**config.mk**
```make
export PLATFORM = sky130hd
export DESIGN_NAME = vx_commit_sink
export DESIGN_NICKNAME = d
export VERILOG_FILES = /design/src/rtl/vx_commit_sink.sv
export SDC_FILE = /design/constraint.sdc
export NUM_CORES = 1
export LEC_CHECK = 0
export ABC_AREA = 1
export CORE_ASPECT_RATIO = 1.1
export CORE_MARGIN = 4
export CORE_UTILIZATION = 48
export CTS_CLUSTER_DIAMETER = 40
export CTS_CLUSTER_SIZE = 12
export DETAILED_ROUTE_END_ITERATION = 8
export PLACE_DENSITY = 0.81
export SLEW_MARGIN = 20
export SYNTH_ARGS = -nofsm -noshare
export SYNTH_HDL_FRONTEND = slang
export SYNTH_SLANG_ARGS = --single-unit
```
**constraint.sdc**
```tcl
create_clock -name clk -period 13.15 [get_ports clk]
set_clock_uncertainty 0.1 [all_clocks]
set_input_delay 2.63 -clock clk [delete_from_list [all_inputs] [get_ports clk]]
set_output_delay 2.63 -clock clk [all_outputs]
set_load 0.1 [all_outputs]
```
**src/rtl/vx_commit_sink.sv**
```systemverilog
// Commit-interface sink: 2-entry skid buffer feeding GPR writeback, per-warp sop/eop tracking, retire pulses.
// Optional COMMIT_SINK_PERF_EN adds perf_retired / perf_stalls counters.

module vx_commit_sink_lane #(
    parameter int XLEN = 32
) (
    input  logic            clk,
    input  logic            reset,
    input  logic            load0_in,
    input  logic            load0_e1,
    input  logic            load1_in,
    input  logic [XLEN-1:0] in_data,
    output logic [XLEN-1:0] out_data
);
    logic [XLEN-1:0] e1_data;

    always_ff @(posedge clk or posedge reset) begin
        if (reset) begin
            out_data <= '0;
            e1_data  <= '0;
        end else begin
            if (load0_e1)
                out_data <= e1_data;
            else if (load0_in)
                out_data <= in_data;
            if (load1_in)
                e1_data <= in_data;
        end
    end
endmodule

module vx_commit_sink #(
    parameter int NUM_LANES  = 4,
    parameter int PID_WIDTH  = 1,
    parameter int UUID_WIDTH = 44,
    parameter int NW_WIDTH   = 2,
    parameter int PC_BITS    = 30,
    parameter int NR_BITS    = 5,
    parameter int XLEN       = 32,
    parameter int RRS_WIS_W  = 4
) (
    input  logic                      clk,
    input  logic                      reset,
    input  logic                      in_valid,
    input  logic [UUID_WIDTH-1:0]     in_uuid,
    input  logic [NW_WIDTH-1:0]       in_wid,
    input  logic [NUM_LANES-1:0]      in_tmask,
    input  logic [PC_BITS-1:0]        in_PC,
    input  logic                      in_wb,
    input  logic [NR_BITS-1:0]        in_rd,
    input  logic [NUM_LANES*XLEN-1:0] in_data,
    input  logic [PID_WIDTH-1:0]      in_pid,
    input  logic                      in_sop,
    input  logic                      in_eop,
    input  logic [RRS_WIS_W-1:0]      in_rrs_id,
    output logic                      in_ready,
    output logic                      wb_valid,
    output logic                      wb_we,
    output logic [NW_WIDTH-1:0]       wb_wid,
    output logic [NR_BITS-1:0]        wb_rd,
    output logic [NUM_LANES-1:0]      wb_tmask,
    output logic [NUM_LANES*XLEN-1:0] wb_data,
    output logic [PID_WIDTH-1:0]      wb_pid,
    output logic [RRS_WIS_W-1:0]      wb_rrs_id,
    input  logic                      wb_ready,
    output logic                      retire_valid,
    output logic [NW_WIDTH-1:0]       retire_wid,
    output logic [RRS_WIS_W-1:0]      retire_rrs_id,
    output logic                      err,
    output logic [NW_WIDTH-1:0]       err_wid
`ifdef COMMIT_SINK_PERF_EN
    ,
    output logic [43:0]               perf_retired,
    output logic [43:0]               perf_stalls
`endif
);
    localparam int NUM_WARPS = 1 << NW_WIDTH;

    typedef struct packed {
        logic [NW_WIDTH-1:0]  wid;
        logic [NUM_LANES-1:0] tmask;
        logic                 wb;
        logic [NR_BITS-1:0]   rd;
        logic [PID_WIDTH-1:0] pid;
        logic [RRS_WIS_W-1:0] rrs_id;
    } meta_t;

    meta_t in_meta, e0, e1;
    logic  e0_valid, e1_valid;
    logic  accept, pop, load0_in, load0_e1, load1_in;

    // uuid and PC travel with the packet upstream but are not needed at writeback
    logic unused_fields;
    assign unused_fields = ^{in_uuid, in_PC};

    assign in_meta = '{wid: in_wid, tmask: in_tmask, wb: in_wb, rd: in_rd,
                       pid: in_pid, rrs_id: in_rrs_id};

    // in_ready comes straight from a flop so upstream never sees a wb_ready path
    assign in_ready = !e1_valid;
    assign accept   = in_valid && in_ready;
    assign pop      = e0_valid && wb_ready;
    assign load0_e1 = pop && e1_valid;
    assign load0_in = accept && (!e0_valid || (pop && !e1_valid));
    assign load1_in = accept && e0_valid && !pop;

    always_ff @(posedge clk or posedge reset) begin
        if (reset) begin
            e0_valid <= 1'b0;
            e1_valid <= 1'b0;
            e0       <= '0;
            e1       <= '0;
        end else begin
            e0_valid <= load0_in || load0_e1 || (e0_valid && !pop);
            e1_valid <= load1_in || (e1_valid && !pop);
            if (load0_e1)
                e0 <= e1;
            else if (load0_in)
                e0 <= in_meta;
            if (load1_in)
                e1 <= in_meta;
        end
    end

    logic [NUM_LANES-1:0][XLEN-1:0] in_lanes, wb_lanes;
    assign in_lanes = in_data;
    assign wb_data  = wb_lanes;

    for (genvar g = 0; g < NUM_LANES; g++) begin : g_lane
        vx_commit_sink_lane #(.XLEN(XLEN)) u_lane (
            .clk      (clk),
            .reset    (reset),
            .load0_in (load0_in),
            .load0_e1 (load0_e1),
            .load1_in (load1_in),
            .in_data  (in_lanes[g]),
            .out_data (wb_lanes[g])
        );
    end

    assign wb_valid  = e0_valid;
    assign wb_we     = e0_valid && e0.wb && (|e0.tmask);
    assign wb_wid    = e0.wid;
    assign wb_rd     = e0.rd;
    assign wb_tmask  = e0.tmask;
    assign wb_pid    = e0.pid;
    assign wb_rrs_id = e0.rrs_id;

    // a sop must arrive on a closed warp and a non-sop on an open one
    logic [NUM_WARPS-1:0] in_flight;
    logic                 violation;
    assign violation = accept && (in_sop == in_flight[in_wid]);

    always_ff @(posedge clk or posedge reset) begin
        if (reset) begin
            in_flight     <= '0;
            err           <= 1'b0;
            err_wid       <= '0;
            retire_valid  <= 1'b0;
            retire_wid    <= '0;
            retire_rrs_id <= '0;
        end else begin
            if (accept && in_sop && !in_eop)
                in_flight[in_wid] <= 1'b1;
            else if (accept && !in_sop && in_eop)
                in_flight[in_wid] <= 1'b0;
            if (violation && !err) begin
                err     <= 1'b1;
                err_wid <= in_wid;
            end
            retire_valid <= accept && in_eop;
            if (accept && in_eop) begin
                retire_wid    <= in_wid;
                retire_rrs_id <= in_rrs_id;
            end
        end
    end

`ifdef COMMIT_SINK_PERF_EN
    always_ff @(posedge clk or posedge reset) begin
        if (reset) begin
            perf_retired <= '0;
            perf_stalls  <= '0;
        end else begin
            if (retire_valid)
                perf_retired <= perf_retired + 44'd1;
            if (wb_valid && !wb_ready)
                perf_stalls <= perf_stalls + 44'd1;
        end
    end
`endif

endmodule

```
==> summary.txt <==
Run status
  • Status: completed

Global route
  • Grt ovf: 0
  • Vias in the first global route: 10800
  • Initial antenna violation count: 2
  • Largest net degree at the start of global routing: 182
  • First-pass GRT wire length: 54700 um
  • GR Util All Layers: 22.3%

Clock tree
  • Post-cts sizing count: 0
  • Reg clk slew, reported paths: 0.05 ns
  • CTS root buffer: clkbuf_16
  • CTS sink count: 306
  • CTS tree: built
  • Setup bufs post-CTS: 0
  • # hold bufs at CTS: 0
  • CTS HTree Levels: 2
  • Total CTS buffers: 37
  • Later-pin clock latency in the skew report: 0.51 ns
  • Clock buffer depth: 3

Timing
  • Pins over their slew limit: 0
  • RSZ-0062 raised after global routing: no
  • Worst-margin pin slew: 1.08 ns
  • Max transition margin: 28.1%
  • Tmin final: 5.12 ns
  • Max Fclk: 195 MHz
  • Hold slack: 0.375 ns
  • Setup TNS: 0 ns
  • Final hold violations: 0
  • Setup violations, final: 0
  • Tcrit/Tclk final: 38.9%

Placed design
  • RePlAce Congestion: 0.799
  • Port bufs: 307
  • Post-DP HPWL: 20900 um

Setup path
  • Crit path max-delay family: buffers and inverters
  • WS Path Type: flip-flop to primary output
  • Crit path launch type: flip-flop
  • Worst EP required: 10.42 ns
  • Critical path capture point type: primary output
  • Critical path buffer and inverter count: 2
  • CP max stage cell: clkdlybuf4s50_1
  • Crit path largest cell delay: 1.19 ns
  • Worst path cell trace: inv_2 > nor3_1 > clkdlybuf4s50_1
  • Worst Path Arrival: 2.39 ns
  • CP Max Fanout: 4

Routing
  • Initial DRC Count: 949
  • Drt total wl: 33700 um
  • Metal1 wirelength: 13700 um
  • Via count: 11000
  • DRT Pass-1 Iters: 6
  • Wire per inst: 15.9 um
  • Post-route antenna net violation count: 0
  • Uppermost layer routed: met4
  • Drt drc: 0
  • Met2 WL: 16400 um
  • Vias per std cell: 5.16
  • Met3 WL: 2330 um

Logic synthesis
  • Share of flip-flops with an asynchronous set or reset: 100%
  • Library cells used by synthesis: 24
  • Post-Synth Adder-Cell Area: 0%
  • Synthesized Nets: 1720
  • Mapped Area: 13000 um2
  • Main combinational cell family by area after synthesis: compound AO/OA/AOI/OAI gates
  • Post-synth EDFFs: 0
  • Mux cell area share after synthesis: 0.259%
  • Synth Area in XOR/XNOR: 0%
  • Post-Synth Simple-Gate Area: 14.3%
  • Compound-Gate Fraction of Synth Area: 17.1%
  • Ys Warns: 0
  • Sequential fraction of the synthesis area: 58.7%
  • Gate Count Post-Synth: 1495
  • Yosys reg bits: 306
  • Post-synth top flop: dfrtp_1
  • Synth Area per Inst: 8.72 um2

Layout
  • Layout cell share with drive strength beyond 1: 4.58%
  • Most frequent cells in the layout: nand2_1 (461), clkdlybuf4s50_1 (307), dfrtp_1 (306), o21ai_0 (304), inv_1 (148)
  • Synthesis-to-finish area growth: 32.5%
  • Fill count: 2099
  • Fin nets: 1966
  • Commonest non-fill, non-tap cell in the layout: nand2_1

Floorplan
  • Die H: 181 um
  • Core footprint: 26900 um2
  • Starting density of the core: 48.5%
  • Site row count: 63
  • Die Wd: 165 um
  • Die Area: 29900 um2
  • # IOs: 382

Hold path
  • Min-delay worst type: flip-flop to flip-flop

Flow run
  • Max Cap Viol: 0
[sequential cells by signal (all words and copies together) (netlist names), 4 cells and up, named ones only]
| name | flops |
|---|---|
| g_lane.u_lane.e1_data | 128 |
| e1 | 17 |
| wb_rrs_id | 4 |
| retire_rrs_id | 4 |
| g_lane.u_lane.out_data | 128 |
| wb_tmask | 4 |
| wb_rd | 5 |
[cells by family (layout without fill, tap and decap cells)]
family / after synthesis / after routing
simple gates: 485 / 485
flops: 306 / 306
other cells: 0 / 2
mux: 3 / 3
compound gates: 439 / 439
buf+inv: 262 / 534
[area by class of cell]
cell class                 instances  area, um2  area share, %
multi-input combinational        927       4140           24.0
clock inverter                    16        275           1.59
tap                              357        447           2.59
sequential                       306       7660           44.3
timing repair buffer             316       3150           18.2
antenna                            2       5.00         0.0290
clock buffer                      49       1020           5.91
inverter                         153        587           3.40
[worst paths after layout]
kind	endpoint	slack (ns)	cells after the start	start
setup / recovery	wb_we	8.03	3	wb_valid
hold / removal	err_wid[0]	0.38	2	err_wid[0]
setup reg to reg	g_lane[3].u_lane.e1_data[4]	10.37	5	wb_valid
hold reg to reg	err_wid[0]	0.38	2	err_wid[0]
max in group asynchronous	g_lane[0].u_lane.e1_data[26]	8.97	3	reset
min in group asynchronous	g_lane[3].u_lane.out_data[6]	2.64	2	reset
[synth_stat cells (3+ instances only)]
master / n / area (um2)
nand2_1: 461 / 1730
dfrtp_1: 306 / 7660
o21ai_0: 304 / 1520
inv_1: 149 / 559
o21ai_1: 129 / 646
buf_2: 37 / 185
buf_4: 28 / 210
clkbuf_1: 26 / 97.6
buf_6: 16 / 180
nand3_1: 8 / 40.0
nor2_1: 7 / 26.3
inv_2: 4 / 15.0
a22o_1: 3 / 26.3
mux2_2: 3 / 33.8
[worst register-to-register path, stage by stage, from the launching register on]
cell and delay, ns:
dfrtp_1 0.41, inv_2 0.14, nor2_1 0.11, nand2_8 0.66
buf_4 0.90, o21ai_0 0.29
[per-stage QoR]
stage | cell area, um2 | util (%) | std cells | setup WS [ns]
2_1_floorplan | 13000 | - | 1495 | 1.96
3_3_place_gp | 16000 | 59.4 | 2059 | 7.74
3_5_place_dp | 16000 | 59.4 | 2059 | 7.70
4_1_cts | 17300 | 64.2 | 2124 | 7.98
5_1_grt | 17300 | 64.3 | 2126 | 7.94
6_report | 17300 | 64.3 | 2126 | 8.03
[routing by layer]
metal  vias up  GRT usage [%]
li1       5261              -
met1      5255           28.5
met2       383           36.3
met3        76           4.95
met4         0           9.62
met5         -              0
Power is not shown: default switching activity piles up to over one toggle a cycle in this logic, so the estimate is an artifact.
